$ cat src/rtl/fetch_pkg.sv
// Shared widths, queue entry layout and fetch FSM encoding for the fetch queue.
package fetch_pkg;
  localparam int ADDR_W  = 32;
  localparam int INSTR_W = 32;
  localparam int ENTRY_W = ADDR_W + INSTR_W;

  // One queued instruction: the address after it plus the instruction word.
  typedef struct packed {
    logic [ADDR_W-1:0]  pc_plus4;
    logic [INSTR_W-1:0] instr;
  } entry_t;

  // FETCH: responses are kept. DRAIN: responses from before a redirect are dropped.
  typedef enum logic {
    ST_FETCH = 1'b0,
    ST_DRAIN = 1'b1
  } fetch_state_t;
endpackage

$ cat src/rtl/fetch_queue_fifo.sv
// Circular entry store for the fetch queue: storage, read/write pointers,
// occupancy count and a single-cycle flush. Push and pop in the same cycle
// are allowed at any occupancy, including full.
module fetch_queue_fifo
  import fetch_pkg::*;
#(
  parameter int DEPTH = 4
) (
  input  logic                 clk,
  input  logic                 rst_n,
  input  logic                 flush,
  input  logic                 push,
  input  logic [ENTRY_W-1:0]   push_data,
  input  logic                 pop,
  output logic [ENTRY_W-1:0]   head,
  output logic                 empty,
  output logic [$clog2(DEPTH):0] count
);
  localparam int PW = $clog2(DEPTH);

  logic [ENTRY_W-1:0] mem [DEPTH];
  logic [PW-1:0]      wr_ptr;
  logic [PW-1:0]      rd_ptr;

  // Pointer and occupancy bookkeeping; flush returns to the empty state.
  always_ff @(posedge clk or negedge rst_n) begin
    if (!rst_n) begin
      wr_ptr <= '0;
      rd_ptr <= '0;
      count  <= '0;
    end else if (flush) begin
      wr_ptr <= '0;
      rd_ptr <= '0;
      count  <= '0;
    end else begin
      if (push) wr_ptr <= wr_ptr + 1'b1;
      if (pop)  rd_ptr <= rd_ptr + 1'b1;
      count <= count + {{PW{1'b0}}, push} - {{PW{1'b0}}, pop};
    end
  end

  // Entry storage; contents need no reset since occupancy guards reads.
  always_ff @(posedge clk) begin
    if (push && !flush) mem[wr_ptr] <= push_data;
  end

  assign head  = mem[rd_ptr];
  assign empty = (count == '0);
endmodule

$ cat src/rtl/fetch_queue.sv
// Instruction fetch queue: issues sequential word fetches under a credit rule
// (queued + inflight < DEPTH), buffers in-order responses with their pc+4,
// and on redirect flushes and drops responses still owed by the memory.
// Optional build macro FETCH_QUEUE_BYPASS_EN: a response arriving while the
// queue is empty, not draining and the consumer is ready is presented on the
// outputs in the same cycle instead of being written.
//
// Handshakes: mem request is taken on the edge where mem_req_o && mem_gnt_i;
// mem_rvalid_i is a one-cycle, in-order response with no backpressure;
// an entry is consumed on the edge where out_valid_o && out_ready_i, and a
// stalled entry stays stable until consumed or redirected.
module fetch_queue
  import fetch_pkg::*;
#(
  parameter int                DEPTH    = 4,
  parameter logic [ADDR_W-1:0] RESET_PC = 32'h0000_0000
) (
  input  logic               clk_i,
  input  logic               rst_n,
  input  logic               redirect_i,
  input  logic [ADDR_W-1:0]  redirect_pc_i,
  output logic               mem_req_o,
  output logic [ADDR_W-1:0]  mem_addr_o,
  input  logic               mem_gnt_i,
  input  logic               mem_rvalid_i,
  input  logic [INSTR_W-1:0] mem_rdata_i,
  output logic               out_valid_o,
  output logic [INSTR_W-1:0] out_instr_o,
  output logic [ADDR_W-1:0]  out_pc_plus4_o,
  input  logic               out_ready_i,
  output logic               dbg_state
);
  localparam int CW = $clog2(DEPTH) + 1;
  localparam logic [CW:0]   DEPTH_W = DEPTH[CW:0];
  localparam logic [CW-1:0] ONE     = {{(CW-1){1'b0}}, 1'b1};

  fetch_state_t        state;
  logic [ADDR_W-1:0]   fetch_pc;
  logic [ADDR_W-1:0]   resp_pc;
  logic [CW-1:0]       inflight;
  logic [CW-1:0]       inflight_rem;
  logic [CW-1:0]       drop_cnt;
  logic [CW-1:0]       count;
  logic                empty;
  logic [ENTRY_W-1:0]  head_raw;
  entry_t              head;
  entry_t              push_entry;
  logic                grant;
  logic                keep_resp;
  logic                bypass;
  logic                push;
  logic                pop;

  // Request credit, response routing and consumer handshake decode.
  always_comb begin
    mem_req_o    = !redirect_i && (({1'b0, count} + {1'b0, inflight}) < DEPTH_W);
    mem_addr_o   = fetch_pc;
    grant        = mem_req_o && mem_gnt_i;
    inflight_rem = inflight - {{(CW-1){1'b0}}, mem_rvalid_i};
    keep_resp    = mem_rvalid_i && !redirect_i && (state == ST_FETCH);
`ifdef FETCH_QUEUE_BYPASS_EN
    bypass       = keep_resp && empty && out_ready_i;
`else
    bypass       = 1'b0;
`endif
    push         = keep_resp && !bypass;
    pop          = !empty && !redirect_i && out_ready_i;
    push_entry.pc_plus4 = resp_pc + 32'd4;
    push_entry.instr    = mem_rdata_i;
    head         = head_raw;
  end

  // Offered entry: queue head, else the bypassed response, else all zero.
  always_comb begin
    out_valid_o    = 1'b0;
    out_instr_o    = '0;
    out_pc_plus4_o = '0;
    if (!empty && !redirect_i) begin
      out_valid_o    = 1'b1;
      out_instr_o    = head.instr;
      out_pc_plus4_o = head.pc_plus4;
    end else if (bypass) begin
      out_valid_o    = 1'b1;
      out_instr_o    = mem_rdata_i;
      out_pc_plus4_o = resp_pc + 32'd4;
    end
  end

  // Fetch/response address tracking, inflight accounting and FETCH/DRAIN FSM.
  always_ff @(posedge clk_i or negedge rst_n) begin
    if (!rst_n) begin
      state    <= ST_FETCH;
      fetch_pc <= RESET_PC;
      resp_pc  <= RESET_PC;
      inflight <= '0;
      drop_cnt <= '0;
    end else begin
      inflight <= inflight_rem + {{(CW-1){1'b0}}, grant};
      if (redirect_i) begin
        fetch_pc <= redirect_pc_i;
        resp_pc  <= redirect_pc_i;
        drop_cnt <= inflight_rem;
        state    <= (inflight_rem != '0) ? ST_DRAIN : ST_FETCH;
      end else begin
        if (grant) fetch_pc <= fetch_pc + 32'd4;
        if (mem_rvalid_i) begin
          if (state == ST_DRAIN) begin
            drop_cnt <= drop_cnt - ONE;
            if (drop_cnt == ONE) state <= ST_FETCH;
          end else begin
            resp_pc <= resp_pc + 32'd4;
          end
        end
      end
    end
  end

  assign dbg_state = (state == ST_DRAIN);

  fetch_queue_fifo #(
    .DEPTH(DEPTH)
  ) u_fifo (
    .clk       (clk_i),
    .rst_n     (rst_n),
    .flush     (redirect_i),
    .push      (push),
    .push_data (push_entry),
    .pop       (pop),
    .head      (head_raw),
    .empty     (empty),
    .count     (count)
  );
endmodule

$ cat config.mk
export PLATFORM = sky130hd
export DESIGN_NAME = fetch_queue
export DESIGN_NICKNAME = d
export VERILOG_FILES = /design/src/rtl/fetch_pkg.sv /design/src/rtl/fetch_queue_fifo.sv /design/src/rtl/fetch_queue.sv
export SDC_FILE = /design/constraint.sdc
export NUM_CORES = 1
export LEC_CHECK = 0
export CAP_MARGIN = 20
export CELL_PAD_IN_SITES_DETAIL_PLACEMENT = 0
export CELL_PAD_IN_SITES_GLOBAL_PLACEMENT = 1
export CORE_UTILIZATION = 42
export DETAILED_ROUTE_END_ITERATION = 10
export PLACE_DENSITY = 0.74
export SKIP_CTS_REPAIR_TIMING = 1
export SLEW_MARGIN = 10
export SYNTH_ARGS = -nofsm -noshare
export SYNTH_HDL_FRONTEND = slang
export SYNTH_SLANG_ARGS = --single-unit
$ cat constraint.sdc
create_clock -name clk_i -period 2.85 [get_ports clk_i]
set_input_delay 0.57 -clock clk_i [delete_from_list [all_inputs] [get_ports clk_i]]
set_output_delay 0.57 -clock clk_i [all_outputs]
set_load 0.03 [all_outputs]
After elaboration in Yosys (flattened, before gate mapping)
Memories as Yosys holds them, arrays and structs flattened.
Cells that the tools add are included.
W data, S select, Z words.

word-level totals
  register bits = 78
  word-level logic and storage cells = 64
  RAM bits = 256
  memories = 1
  ROM bits = 0
  output and inout bits = 99
  bits in latches = 0

memories
  name        words  bits a word  rd ports  clocked after memory_dff  write ports  RTL line                source
  u_fifo.mem  4      64           1         0                         1            fetch_queue_fifo.sv:21  logic [ENTRY_W-1:0] mem [DEPTH];

operators by class
  reduce and logical (&&, ||, !) cells = 18
  $add $sub $neg = 10
  shift operators = 0
  bitwise operators = 1
  multipliers = 0
  divide/modulo/power cells = 0
  order comparisons = 1
  mux-type cells = 23
  equal/unequal tests = 2

operators with widths
  operator                 count
  $mux W32                 7
  $add A32 B3 Y32 const B  2
  $mux W3                  4
  $reduce_bool A2 Y1       5
  $mux W1                  8
  $mux W2                  4
  $logic_and A1 B1 Y1      7
  $add A3 B1 Y3            2
  $sub A3 B1 Y3            2
  $add A2 B1 Y2 const B    2
  $add A3 B3 Y4            1
  $lt A4 B3 Y1 const B     1
  $reduce_and A2 Y1        2
  $eq A3 B1 Y1 const B     1
  $logic_not A3 Y1         1
  $reduce_bool A3 Y1       1
  $sub A3 B1 Y3 const B    1
  $logic_not A1 Y1         2
  $ne A2 B2 Y1 const B     1
  $not A1 Y1               1

Longest topological paths before layout
Gate-level depths: netlist of run 1.

  depth in word-level cells = 6
  depth in mapped cells = 10

Cells and area by module
Synthesis of run 1 repeated with hierarchy kept, for this count alone.

second synthesis, totals
  cell total of the unflattened synthesis = 939
  area total of the unflattened synthesis = 14,606.5 um^2

by module, submodules not included
  module            area an instance (um^2)  instances  sequential area each (um^2)  cells an instance
  fetch_queue_fifo  9,693.0                  1          7,862.5                      373
  fetch_queue       4,913.5                  1          1,776.7                      566

Worst setup path before layout of run 1
No wires, ideal clock.

  path kind = input port to flip-flop
  from = input redirect_i
  to = memory u_fifo.mem[0][0] in the netlist's numbering (enable)
  buffers on the path = 3
  required time = 2,421 ps
  stages on the path = 5
  setup slack = -605 ps
  arrival = 3,026 ps
  cell sequence = clkbuf_1 inv_2 clkbuf_1 clkbuf_1 and3_1

between the ends
  cells in the longest elaborated chain, start to end = 6

RTL lines
  item                               RTL line                                   source
  from (decl)                        fetch_queue.sv:20                          input logic redirect_i,
  $logic_not A1 Y1 *                 fetch_queue_fifo.sv:44, fetch_queue.sv:60
  $logic_and A1 B1 Y1 (2 in series)  fetch_queue.sv:60                          keep_resp = mem_rvalid_i && !redirect_i && (state == ST_FETCH);
  $logic_and A1 B1 Y1 *              fetch_queue_fifo.sv:44                     if (push && !flush) mem[wr_ptr] <= push_data;
  $mux W1 *                          fetch_queue_fifo.sv:44
  $mux W1 (not written as such) *    fetch_queue_fifo.sv:44
  to (decl)                          fetch_queue_fifo.sv:21

Mark *: on every way between the ends. The rest lies on a longest branch, timed or not.

Worst setup path in the final report of run 1
  from = register u_fifo.rd_ptr[0]
  to = output out_pc_plus4_o[29]

between the ends
  cells in the longest elaborated chain, start to end = 2

RTL lines
  item                    RTL line                source
  from (decl)             fetch_queue_fifo.sv:23  logic [PW-1:0] rd_ptr;
  from (signal assigned)  fetch_queue_fifo.sv:37  if (pop) rd_ptr <= rd_ptr + 1'b1;
  $mem_v2 Z4 W64          -
  $mux W32                fetch_queue.sv:78       if (!empty && !redirect_i) begin
  to (decl)               fetch_queue.sv:29       output logic [ADDR_W-1:0] out_pc_plus4_o,

Every way passes these cells.

==> results of run 1 <==
==> report_power, final <==
group	leakage [nW]	total (W)	internal, W	switching (W)
combinational	3.16	0.00415	0.00202	0.00214
clock	0.533	0.00443	0.00265	0.00178
sequential	3.22	0.00589	0.00560	0.000285
==> metal layers <==
| layer | vias up | GRT usage [%] | routed length, um |
|---|---|---|---|
| li1 | 4316 | - | - |
| met1 | 4587 | 27.3 | 15700 |
| met2 | 272 | 28.9 | 15600 |
| met3 | 54 | 2.82 | 1740 |
| met4 | 0 | 5.43 | 728 |
| met5 | - | 0 | 0 |
==> worst min-delay path by stage <==
stage / end / cells past startpoint
after detailed placement: u_fifo.mem[3][33] / 0
after global routing: inflight[1] / 1
final: inflight[1] / 1
after floorplan: dbg_state / 0
after global placement: u_fifo.mem[2][33] / 0
after CTS: inflight[1] / 1
==> layout make-up <==
type                            instances  area [um^2]  area share (%)
Clock inverter                          9          135           0.718
Inverter                               29          113           0.598
Multi-Input combinational cell        579         4900            26.0
Tap cell                              455          569            3.02
Timing Repair Buffer                  239         2490            13.2
Clock buffer                           50          973            5.17
Sequential cell                       334         9650            51.2
==> worst reg2reg max path: stages (launching register included) <==
cell and delay, ns:
sky130_fd_sc_hd__dfrtp_1 0.44, sky130_fd_sc_hd__ha_1 0.33, sky130_fd_sc_hd__or3_1 0.41, sky130_fd_sc_hd__buf_4 0.17, sky130_fd_sc_hd__or3_4 0.46, sky130_fd_sc_hd__or4_1 0.52, sky130_fd_sc_hd__a31oi_1 0.21
==> registers in the layout, summed over array words and instances, names as in the netlist <==
| name | count |
|---|---|
| u_fifo.mem | 256 |
| mem_addr_o | 32 |
| resp_pc | 32 |
| drop_cnt | 3 |
| inflight | 3 |
| u_fifo.count | 3 |
| u_fifo.rd_ptr | 2 |
| u_fifo.wr_ptr | 2 |
| dbg_state | 1 |
==> cells by family after synthesis <==
| logic type | count (synthesis) |
|---|---|
| muxes | 76 |
| adders and majority gates | 17 |
| buffers and inverters | 91 |
| xor gates and xnor gates | 52 |
| and+or+nand+nor | 333 |
| DFF | 334 |
| AOI/OAI and AO/OA | 101 |
==> stage by stage <==
step	setup WS [ns]	instance area, um^2	power (W)	hold slack [ns]
finish	-0.0567	18800	0.0145	0.0501
global route	-0.137	18800	0.0151	0.0717
CTS	-0.416	18400	0.0142	0.0639
detailed placement	0.0859	17300	0.00979	0.503
global placement	0.0816	17300	0.00975	0.494
floorplan	0.0955	14800	0.00832	0.274
==> layout by cell type (no fill, tap or decap), types with 6 or more instances in the layout <==
cell type,count
sky130_fd_sc_hd__clkbuf_16,38
sky130_fd_sc_hd__xnor2_1,29
sky130_fd_sc_hd__dlymetal6s2s_1,21
sky130_fd_sc_hd__o31ai_1,11
sky130_fd_sc_hd__buf_12,17
sky130_fd_sc_hd__clkdlybuf4s50_1,100
sky130_fd_sc_hd__or3_1,12
sky130_fd_sc_hd__or4_1,13
sky130_fd_sc_hd__inv_1,27
sky130_fd_sc_hd__edfxtp_1,256
sky130_fd_sc_hd__a31oi_1,22
sky130_fd_sc_hd__clkbuf_1,12
sky130_fd_sc_hd__and2_4,28
sky130_fd_sc_hd__buf_4,50
sky130_fd_sc_hd__nor2_1,43
sky130_fd_sc_hd__xor2_1,23
sky130_fd_sc_hd__buf_6,31
sky130_fd_sc_hd__and2_1,39
sky130_fd_sc_hd__nand2_1,51
sky130_fd_sc_hd__nand4_1,22
sky130_fd_sc_hd__ha_1,16
sky130_fd_sc_hd__nor3_1,30
sky130_fd_sc_hd__nor4_1,25
sky130_fd_sc_hd__dfrtp_1,75
sky130_fd_sc_hd__mux4_2,64
sky130_fd_sc_hd__o21ai_0,14
sky130_fd_sc_hd__and3_1,9
sky130_fd_sc_hd__buf_2,14
sky130_fd_sc_hd__and4_1,6
sky130_fd_sc_hd__mux2_2,10
sky130_fd_sc_hd__a211oi_1,12
sky130_fd_sc_hd__a21oi_1,18
sky130_fd_sc_hd__nand3_1,22
==> flow_results.org, run 1 <==
** Yosys
- Avg Cell Area, Syn :: 14.8 um^2
- Of the total synthesized cell area, the portion taken by AND, OR, NAND and NOR gates is 12.7%.
- Count of synthesis-stage warnings from yosys :: 0
- Asr flop ratio synth :: 23.4%
- Synthesized instance count :: 1004
- Post-synth top flop :: sky130_fd_sc_hd__edfxtp_1
- Number of enable flip-flop cells after synthesis :: 256
- Portion of netlist area occupied by mux cells :: 10.6%
- Flop and latch count out of synthesis :: 334
- Yosys top cell by area :: sky130_fd_sc_hd__edfxtp_1
- Summing the areas of all compound-gate instances in the mapped netlist gives 4.58% of the synthesized area.
- The number of nets in the synthesized netlist is 1091.
- Number of distinct library cells after synthesis :: 64
- Most common cell in the synthesized netlist :: sky130_fd_sc_hd__edfxtp_1
- Cell area after synthesis :: 14800 um^2
- Most frequent cells after synthesis :: sky130_fd_sc_hd__edfxtp_1, sky130_fd_sc_hd__dfrtp_1, sky130_fd_sc_hd__and2_1
- Fraction of synthesized cell area taken by the top area cell type :: 51.9%
- Adder-cell share of the synthesized area :: 1.49%
- After synthesis, the largest family of logic cells by area is simple AND/OR/NAND/NOR gates.
- Xor-xnor portion of the synthesized cell area :: 3.07%
- Of the synthesized area, sequential elements account for 65.0%.
- Cells taking the most area after synthesis :: sky130_fd_sc_hd__edfxtp_1, sky130_fd_sc_hd__dfrtp_1, sky130_fd_sc_hd__mux4_2

** CTS
- At the later pin of the worst-skew pair, clock insertion delay measures 0.51 ns.
- Deepest clock path buffer count :: 3
- Buffers inserted during clock tree synthesis total 35.
- Buffer type at the clock tree root :: sky130_fd_sc_hd__clkbuf_16
- For this design, the sink count on the clock tree is 334.
- CTS built an H-tree with a depth of 2.
- After clock tree synthesis, the clock-pin slew on the worst setup and hold paths is 0.06 ns.
- TritonCTS built the clock tree.

** Floorplanning
- The initial utilization of the core area, before any placement, comes to 42.8%.
- During I/O placement, the number of pins put on the boundary was 169.
- The die is 190 um wide.
- Placeable core region :: 34600 um^2
- In this run the vertical extent of the chip is 190 um.
- Number of placement rows :: 68
- The die covers 36000 um^2.

** Finish
- Post-Route Utilization :: 54.4%
- Nets@finish :: 1305
- The filler cells instantiated in the layout total 2861.
- Diode count :: 0
- From synthesis to final layout, the design area changed by 27.0%.
- Number of non-filler instances in the completed layout :: 1695
- Share of layout cells above drive strength 1 :: 23.4%

** Outcome
- The flow ran to the end, but the final reports show violations.
- The final reports fail on setup timing.

** Routing
- After detailed routing, the average wire length per cell comes to 19.9 um.
- Count of TritonRoute iterations in the first routing pass :: 5
- In this run, the number of DRC markers left after iteration 0 of detailed routing was 607.
- Vias after detailed routing :: 9229
- In this run the remaining antenna-violating nets after routing total 0.
- Dividing the detail-routed via count by the number of cells gives 5.44.
- Summed over all layers, the routed wires come to 33700 um.
- After detailed routing, the number of remaining DRC violations is 0.

** Setup path
- STA classifies the critical path startpoint as a flop.
- Walking the worst path, the cells encountered are buf_6 > buf_6 > buf_12 > buf_16 > mux4_2 > and2_4 > buf_6.
- Critical Path Sink Type :: output port
- Cells on worst reg2reg path :: 6
- Launch point of the worst reg-to-reg path :: u_fifo.count[2]
- The cell family contributing the most delay on the critical path is buffers and inverters.
- Counting stages on the worst path, the most repeated cell is sky130_fd_sc_hd__buf_6.
- Path type of the worst setup path :: reg2out
- For flop-to-flop paths, the worst setup slack is 0.23 ns.
- Among all stages on the critical path, the largest delay is contributed by sky130_fd_sc_hd__dfrtp_4.
- Critical path buffer and inverter count :: 5
- The critical path starts at u_fifo.rd_ptr[0].
- Highest fanout seen on the critical path :: 8
- Peak per-stage delay on the critical path :: 0.53 ns
- Following the worst setup path forward leads to its endpoint at out_pc_plus4_o[29].
- Capturing point of the worst reg2reg path :: mem_addr_o[16]
- Worst path depth :: 7
- For the worst setup path, the data required time is 2.28 ns.
- Worst Path Arrival :: 2.34 ns

** Placement
- Counting tap cells, the placed design contains a total of 1616 instances.
- The congestion estimate from routability-driven global placement came to 0.839.
- Count of input and output buffers :: 168
- Detailed placement finished with a half-perimeter wire length of 22600 um.

** GRT
- Antenna violations before repair :: 0
- Overall track demand over capacity in global routing :: 18.7%
- Global-route wire length before repair :: 51800 um
- Vias in the first global route :: 9103
- Global routing finished with a remaining overflow of 0.
- Entering global routing, the biggest net connects 43 pins.

** STA
- Min Clock Period, post-route :: 2.91 ns
- The max-slew violation total from the final report came to 0.
- At the pin with the least slew margin, the transition time is 0.650 ns.
- Sum of negative setup slack :: -0.884 ns
- The number of endpoints with negative hold slack in the final report is 0.
- Setup slack on the critical path of the routed design comes to -0.0567 ns.
- Final cycle utilization of the critical path :: 102%
- Setup violations remaining at the end of the flow were counted as 30.
- Clock skew on the completed layout was measured at 0.0203 ns.
- Setup repair after global routing missed its margin :: true
- Worst max-slew margin expressed relative to the limit :: 56.3%
- Fmax achieved :: 0.344 GHz

** Pwr
- For this design the static power due to leakage is 6.91 nW.
- The worst-case IR drop observed on VDD is 0.000414 V.
- Dividing total power by cell area gives a power density of 769 nW/um^2.

** Job
- Max-cap violations :: 0

** Hold path
- Worst min-delay path category :: in2async
Note: power is estimated with default switching activity, not from simulation.
==> run 2: changes to the inputs <==
CELL_PAD_IN_SITES_DETAIL_PLACEMENT = 1   (was 0)
CELL_PAD_IN_SITES_GLOBAL_PLACEMENT = 2   (was 1)
CORE_UTILIZATION = 36   (was 42)
PLACE_DENSITY = 0.73   (was 0.74)
==> run 2 against run 1 <==
  * The flow now finishes without violations
  * Sequential power about the same
  * Flip-flop and latch count unchanged
  * Clock-buffer cell count decreased by 3
  * Critical path depth decreased by 2
  * Routed wire length increased by 12%
  * Worst setup slack improved by 0.11 ns
  * Non-clock buffer count unchanged
  * Sequential share of layout area increased by 0.051 points
  * Design area about the same
  * Clock power increased by 1%
  * Die area increased by 16%
  * Largest power group unchanged
==> flow_results.org, run 2 (synthesis gave the netlist of run 1 again) <==
** Pwr
- Combinational share of power :: 27.9%
- In this run the power spent charging and discharging nets is 0.00437 W.
- Cell internal power was estimated by the tool at 0.0100 W.
- Leakage power total :: 6.92 nW
- Peak ir drop on the vdd network :: 0.000563 V
- Power per cell area :: 766 nW/um^2
- Net switching is 30.3% of the power.
- Total Power :: 0.0144 W
- Of the total power, registers draw 41.0%.
- The clock network burns 31.2% of the power.

** STA
- Worst max-slew margin expressed relative to the limit :: 56.9%
- Sum of negative setup slack :: 0 ns
- The number of endpoints with negative hold slack in the final report is 0.
- The max-slew violation total from the final report is 0.
- For the pin with the worst max-slew slack, the measured transition is 0.646 ns.
- Layout Skew :: 0.0227 ns
- Final cycle utilization of the critical path :: 98.1%
- The worst path in the final design needs a cycle of 2.80 ns, including I/O delays and setup.
- Setup violations remaining at the end of the flow were counted as 0.
- Derived from the worst setup path, the maximum achievable clock frequency is 0.358 GHz.

** Floorplanning
- The die covers 42000 um^2.
- Horizontal die dimension :: 205 um
- Die Y :: 205 um
- Once the floorplan was initialized, standard cells occupied 36.9% of the core.
- 169 I/O pins were placed.
- The region available for standard cell placement spans 40200 um^2.
- Number of placement rows :: 73

** Routing
- Via density per instance :: 5.27
- Routed length per instance :: 21.5 um
- Detailed Route WL :: 38000 um
- In this run the remaining antenna-violating nets after routing total 0.
- For this block, the initial DRC count from the detailed router was 398.
- Count of TritonRoute iterations in the first routing pass :: 5
- Remaining DRCs :: 0
- For this block, the via count after detailed routing is 9322.

** Setup path
- CP Capture Point :: out_pc_plus4_o[12]
- Tracing the worst setup path back leads to its startpoint at u_fifo.rd_ptr[0].
- In this run the critical register-to-register path is launched from u_fifo.count[2].
- Worst Path Arrival :: 2.23 ns
- Register-to-Register Setup Slack :: 0.24 ns
- The worst setup path is of the reg2out kind.
- Critical Path Sink Type :: output port
- Data required time of the worst path :: 2.28 ns
- Capturing point of the worst reg2reg path :: mem_addr_o[20]
- Startpoint type of the worst setup path :: flop
- Measured in cells, the most critical reg-to-reg path has a length of 6.
- Highest fanout seen on the critical path :: 7

** Finish
- For this run, the post-layout net count is 1307.
- More flip-flops sit in one register than any other, and that register is u_fifo.mem.
- Diode count :: 0
- The register with the most flip-flops in the layout has 256 of them.
- Relative to the synthesized area, the layout overhead comes to 26.9%.
- Highest-count cells in the layout ignoring fill and taps :: sky130_fd_sc_hd__edfxtp_1, sky130_fd_sc_hd__clkdlybuf4s50_1, sky130_fd_sc_hd__buf_4, sky130_fd_sc_hd__dfrtp_1, sky130_fd_sc_hd__and2_1
- Share of layout cells above drive strength 1 :: 20.8%
- Cells fill 46.8% of the core in the end.
- Commonest non-fill, non-tap cell in the layout :: sky130_fd_sc_hd__edfxtp_1

** GRT
- The number of antenna violations at the first check in global routing is 0.
- Entering global routing, the biggest net connects 56 pins.
- Summed over all layers, the global routing overflow is 0.
- The first global-routing pass estimated 57300 um of wire.
- The via count of the first global-routing pass came to 9728.
- Overall track demand over capacity in global routing :: 17.8%

** CTS
- The tree built by TritonCTS fans out to 334 sinks.
- Clock tree synthesis inserted a total of 37 buffers.
- Clock latency on the worst-skew pair :: 0.53 ns
- Count of H-tree levels built during CTS :: 2
- Counting along the longest clock path gives a buffer depth of 3.
- After clock tree synthesis, the clock-pin slew on the worst setup and hold paths is 0.06 ns.
- TritonCTS clock tree :: done
- The root buffer cell chosen for the clock tree is sky130_fd_sc_hd__clkbuf_16.

** Hold path
- Worst min-delay path category :: in2async

** Placement
- Routability Congestion :: 0.816
- Estimated wirelength of the detail-placed design :: 25000 um
- Count of input and output buffers :: 168

** Job
- Max-cap violations :: 0

** Outcome
- Outcome :: complete, no violations
-- run 2: cell types whose count changed in the layout (fill, tap and decap cells not counted), moves of 4 or more --
cell and delta:
sky130_fd_sc_hd__buf_6 -29, sky130_fd_sc_hd__and2_1 +28, sky130_fd_sc_hd__and2_4 -28, sky130_fd_sc_hd__buf_4 +28, sky130_fd_sc_hd__buf_2 -13, sky130_fd_sc_hd__clkbuf_2 +8, sky130_fd_sc_hd__clkinv_1 +5, sky130_fd_sc_hd__dlymetal6s2s_1 +4
-- run 2: routing by layer --
layer / wire length [um] / vias up / part of all wire, % / GRT usage (%)
met5: 0 / - / 0 / 0
met3: 1550 / 49 / 4.1 / 2.37
met4: 777 / 0 / 2.0 / 4.58
met1: 17700 / 4756 / 47 / 25.4
li1: - / 4312 / - / -
met2: 17900 / 205 / 47 / 28.6
-- run 2: cell type report --
cell class / instances / area [um^2]
clock buffers: 47 / 963
clock inverters: 15 / 144
fillers: 4023 / 21400
inverters: 29 / 109
multi-input cells: 579 / 4830
flip-flops and latches: 334 / 9650
well taps: 525 / 657
repair buffers: 239 / 2460
-- run 2: power by group through the flow --
stage / sequential, W / combinational (W) / clock, W
CTS: 0.00592 / 0.00384 / 0.00461
floorplan: 0.00600 / 0.00232 / 0
global route: 0.00594 / 0.00434 / 0.00477
detailed placement: 0.00601 / 0.00383 / 0
finish: 0.00590 / 0.00401 / 0.00449
global placement: 0.00600 / 0.00378 / 0
-- run 2: how the worst min path moves through the flow --
stage	to	from	slack, ns
2_1_floorplan	dbg_state	rst_n	0.27
3_3_place_gp	u_fifo.mem[2][32]	resp_pc[0]	0.50
3_5_place_dp	u_fifo.mem[3][32]	resp_pc[0]	0.51
4_1_cts	mem_addr_o[2]	rst_n	0.04
5_1_grt	drop_cnt[1]	rst_n	0.05
6_report	inflight[0]	rst_n	0.03
-- run 2: per-stage QoR --
step / hold WS (ns) / worst slack (ns) / area [um^2] / instances
3_5_place_dp: 0.512 / 0.0999 / 17400 / 1688
5_1_grt: 0.0512 / -0.0146 / 18800 / 1768
6_report: 0.0322 / 0.0534 / 18800 / 1768
4_1_cts: 0.0440 / -0.414 / 18500 / 1750
2_1_floorplan: 0.274 / 0.0955 / 14800 / 1004
3_3_place_gp: 0.501 / 0.137 / 17400 / 1688
-- run 2: critical path, stage by stage (launching register included) --
cell	delay (ns)
sky130_fd_sc_hd__dfrtp_4	0.46
sky130_fd_sc_hd__buf_6	0.17
sky130_fd_sc_hd__clkbuf_16	0.19
sky130_fd_sc_hd__mux4_2	0.50
sky130_fd_sc_hd__and2_1	0.20
sky130_fd_sc_hd__buf_4	0.18
==> run 3: changes to the inputs <==
CORE_MARGIN = 2   (was not set)
CORE_UTILIZATION = 40   (was 36)
PLACE_DENSITY = 0.77   (was 0.73)
clock period = 2.9 ns   (was 2.85 ns; I/O delays follow)
==> run 3 against run 2 <==
  * Core utilization grew 4.5 points
  * Critical path depth increased by 1
  * Hold slack improved by 0.061 ns
  * Clock-buffer cell count rose by 1
  * Die area decreased by 8.0%
  * Combinational power down 2%
  * Critical path type unchanged
  * Critical endpoint is now out_pc_plus4_o[29]
  * Largest cell class unchanged
==> flow_results.org, run 3 (synthesis gave the netlist of run 1 again) <==
** Floorplanning
- Boundary pin count :: 169
- Number of placement rows :: 70
- In this run the vertical extent of the chip is 196 um.
- Initial standard-cell utilization of the core :: 40.6%
- DIE AREA :: 38600 um^2
- The total area inside the core boundary comes to 36500 um^2.
- Horizontal die dimension :: 196 um

** CTS
- Clock sink total :: 334
- Buffer type at the clock tree root :: sky130_fd_sc_hd__clkbuf_16
- Number of buffers created by CTS :: 37
- TritonCTS clock tree :: done
- Deepest clock path buffer count :: 3
- CTS built an H-tree with a depth of 2.
- The clock reaches the later pin of the worst-skew pair after 0.53 ns.
- Clk slew on worst S/H paths :: 0.06 ns

** STA
- The worst path needs 2.84 ns of the cycle, external delays included.
- Final cycle utilization of the critical path :: 98.0%
- Headroom to the max-slew limit came out at 54.4%.
- Max Transition Viols Final :: 0
- Final setup violating endpoints :: 0
- Hold WS :: 0.0928 ns
- The number of endpoints with negative hold slack in the final report is 0.
- Between clock sinks in the finished design, the worst skew comes to 0.00932 ns.
- Based on the critical path, the design can be clocked at up to 0.352 GHz.
- Setup repair after global routing could not meet its margin everywhere.
- Least-Margin Pin Slew :: 0.684 ns

** Setup path
- Launch point of the worst reg-to-reg path :: u_fifo.count[2]
- The number of buffers and inverters on the critical path is 4.
- Capturing point of the worst reg2reg path :: mem_addr_o[27]
- Peak per-stage delay on the critical path :: 0.52 ns
- Path type of the worst setup path :: reg2out
- Top delay family on crit path :: buffers and inverters
- At the worst endpoint, the required time is 2.32 ns.
- Cells on worst reg2reg path :: 6
- The critical path ends at out_pc_plus4_o[29].
- Worst Path Arrival :: 2.26 ns
- Register-to-Register Setup Slack :: 0.24 ns
- STA classifies the critical path endpoint as an output port.
- In this run the number of cells on the critical path is 6.
- Startpoint type of the worst setup path :: flop
- The critical path goes through buf_6 > buf_12 > clkbuf_16 > mux4_2 > and2_1 > buf_4.
- The most critical setup path has its startpoint at u_fifo.rd_ptr[0].
- Of all nets on the critical path, the largest fanout is 6.
- The slowest stage of the critical path is the sky130_fd_sc_hd__dfrtp_4 cell.

** Routing
- Vias after detailed routing :: 9369
- The first TritonRoute pass finished after 5 iterations.
- Remaining DRCs :: 0
- Dividing the detail-routed via count by the number of cells gives 5.50.
- The count of nets left with antenna violations once routing finished came out at 0.
- For this block, the initial DRC count from the detailed router was 401.
- The final layout contains routed wiring with a total length of 37600 um.
- Dividing the detail-routed wire length by the instance count gives 22.1 um.

** Job
- Max-cap violations :: 0

** Finish
- The number of antenna diodes in the final layout is 0.
- Flip-flop count of the largest register after layout :: 256
- Registers take 9650 um^2.
- Number of non-filler instances in the completed layout :: 1704
- Share of layout cells above drive strength 1 :: 20.3%
- Fill cells in the final layout number 3578.
- From synthesis to final layout, the design area changed by 26.5%.
- Nets@finish :: 1296
- Largest register by flop count :: u_fifo.mem
- Area of the multi-input gates :: 4830 um^2
- In the layout the commonest cells are sky130_fd_sc_hd__edfxtp_1, sky130_fd_sc_hd__clkdlybuf4s50_1, sky130_fd_sc_hd__dfrtp_1, sky130_fd_sc_hd__buf_4.
- The library cell used most frequently in the layout, excluding fill and tap cells, is sky130_fd_sc_hd__edfxtp_1.

** GRT
- The number of antenna violations at the first check in global routing is 0.
- In the global route stage, overall resource usage came out at 19.7%.
- Entering global routing, the biggest net connects 56 pins.
- GRT Residual Overflow :: 0
- Global-route wire length before repair :: 58300 um
- The via count of the first global-routing pass came to 9919.

** Pwr
- Peak ir drop on the vdd network :: 0.000473 V
- Leakage power total :: 7.02 nW
- After layout, the design draws a total of 0.0143 W.
- For this design the ratio of total power to cell area is 761 nW/um^2.

** Outcome
- The run finished with clean final reports.

** Placement
- The count of buffers added on input and output ports is 168.
- Estimated wirelength of the detail-placed design :: 25100 um
- Post-placement cell count :: 1632
- Routability Congestion :: 0.831

** Hold path
- Worst min-delay path category :: in2async
-- run 3: report_power, final --
part / switching [W] / internal, W
logic: 0.00210 / 0.00180
registers: 0.000287 / 0.00551
clock network: 0.00186 / 0.00271
total: 0.00425 / 0.0100
-- run 3: final cells by class --
class                      instances  area share (%)
clock buffer                      48            5.33
clock inverter                    18           0.941
inverter                          29           0.581
multi-input combinational        579            25.8
sequential                       334            51.5
tap                              468            3.12
timing repair buffer             228            12.8
-- run 3: worst min-delay path by stage --
stage / startpoint / end / slack [ns] / depth (start not counted)
floorplan: rst_n / dbg_state / 0.28 / 0
global placement: mem_addr_o[0] / mem_addr_o[0] / 0.52 / 2
detailed placement: mem_addr_o[0] / mem_addr_o[0] / 0.53 / 2
CTS: rst_n / mem_addr_o[1] / 0.10 / 1
global route: rst_n / mem_addr_o[1] / 0.12 / 1
finish: rst_n / resp_pc[1] / 0.09 / 1
-- run 3: metrics by stage --
stage / TNS [ns] / util, % / cell area [um^2] / setup WS (ns)
3_5_place_dp: 0 / 47.4 / 17300 / 0.147
2_1_floorplan: 0 / - / 14800 / 0.136
6_report: 0 / 51.3 / 18700 / 0.0572
5_1_grt: -0.0339 / 51.3 / 18700 / -0.0165
4_1_cts: -15.72 / 50.7 / 18500 / -0.302
3_3_place_gp: 0 / 47.4 / 17300 / 0.182
-- run 3: per-layer routing --
| metal | vias to the layer above | GRT usage (%) | share of wire [%] |
|---|---|---|---|
| met5 | - | 0 | 0 |
| li1 | 4297 | - | - |
| met2 | 236 | 31.8 | 48 |
| met1 | 4784 | 28.1 | 46 |
| met3 | 52 | 3.06 | 4.5 |
| met4 | 0 | 4.88 | 1.9 |
==> edit: new RTL, config.mk and constraints of run 1 <==
The option `FETCH_QUEUE_BYPASS_EN` is turned on by a define.
--- a/src/rtl/fetch_queue.sv
+++ b/src/rtl/fetch_queue.sv
@@ -10,4 +10,6 @@
 // an entry is consumed on the edge where out_valid_o && out_ready_i, and a
 // stalled entry stays stable until consumed or redirected.
+`define FETCH_QUEUE_BYPASS_EN
+
 module fetch_queue
   import fetch_pkg::*;
Formal check against the unedited RTL: not equivalent (Yosys sat finds a counterexample within 4 cycles, from zero or initial values and one cycle with rst_n low).
==> edit against run 1 <==
The run still ends with negative setup slack left. Routed wire length up 1.9%. Sequential power is 2% lower. Synthesized area decreased by 0.12%. Sequential cell count stayed put. Cell count decreased by 0.12%. Worst setup slack lost 240 ps. Power is 4.6% higher. Critical path depth unchanged. Clock skew is 1.5 ps higher. First-iteration DRC count is 5.9% lower. Final area rose by 6.0%. Die area shrank 0.12%. Register-to-register slack improved by 300 ps. Critical endpoint is now out_pc_plus4_o[30]. Highest routed layer unchanged.
==> edit: results <==
export IMPL_cpLargestDelayFamily="simple AND/OR/NAND/NOR gates"
export IMPL_violations="negative setup slack"
export IMPL_setup_viol=16
export IMPL_met3_wirelength_mm=1.830
export IMPL_finalNetCount=1297
export IMPL_place_congestion=0.8049
export IMPL_drive_gt1_share_pct=32.07
export IMPL_rr_worst_depth=12
export IMPL_startpoint="resp_pc[15]"
export IMPL_synth_common_cells="256 x edfxtp_1, 78 x dfrtp_1, 64 x mux4_2"
export IMPL_r2r_slack_ps=530
export IMPL_met1_length_mm=16.01
export IMPL_status="finished, violations left"
export IMPL_synth_xor_area_share_pct=5.021
export IMPL_clkCellAreaFrac_pct=6.500
export IMPL_dpl_worst_slack_ps=19.90
export IMPL_n_all_buffers=285
export IMPL_buf_share_pct=15.65
export IMPL_n_clock_buffer=45
export IMPL_grt_pass1_vias=8954
export IMPL_seq_area_share_pct=48.40
export IMPL_crit_fanout=7
export IMPL_synth_adder_area_share_pct=1.488
export IMPL_critPathSlowestCell="or4_4"
export IMPL_num_multi_input_gates=528
export IMPL_multi_input_area_share_pct=26.15
export IMPL_setup_slack_ps=-293.2
export IMPL_num_fill_cells=2666
export IMPL_grt_use_met3_pct=3.173
export IMPL_gr_usage_met2_pct=28.09
export IMPL_grt_max_degree=67
export IMPL_critPathMaxStageDelay_ps=610
export IMPL_setup_tns_ps=-2127
export IMPL_synth_mux_area_share_pct=10.80
export IMPL_synth_seq_area_share_pct=65.12
export IMPL_cp_arrival_ps=2570
export IMPL_fin_hold_ws_ps=51.87
export IMPL_leakage_nw=7.118
export IMPL_skew_ps=21.77
export IMPL_ys_types=55
export IMPL_grt_pass1_wl_mm=51.34
export IMPL_wl_mm=34.37
export IMPL_numCtsBuffers=37
export IMPL_drt_initial_drc_count=571
[edit: changes by cell type after synthesis, sizes merged, moves of 11 or more]
cell    before  now
a211oi      12    1
a21boi       1   18
a22o         0   61
a31oi       22    5
and2        67   11
nand2       51   32
nor3        31   14
nor4        26   12
o31a         0   11
or3         14    1
or4         14    3
xnor2       29   45
xor2        23   39
[edit: metrics by stage]
stage	power [mW]	std cells	cell area, um^2
floorplan	8.110	942	14810
global placement	9.696	1571	17680
detailed placement	9.747	1571	17680
CTS	14.80	1638	18980
global route	15.76	1693	19960
finish	15.14	1693	19960
[edit: report_power, final]
group / total (mW) / internal [mW] / switching [mW] / leakage [nW]
Sequential: 5.77 / 5.55 / 0.221 / 3.19
Combinational: 4.33 / 2.17 / 2.16 / 3.31
Clock: 5.04 / 3.13 / 1.91 / 0.624
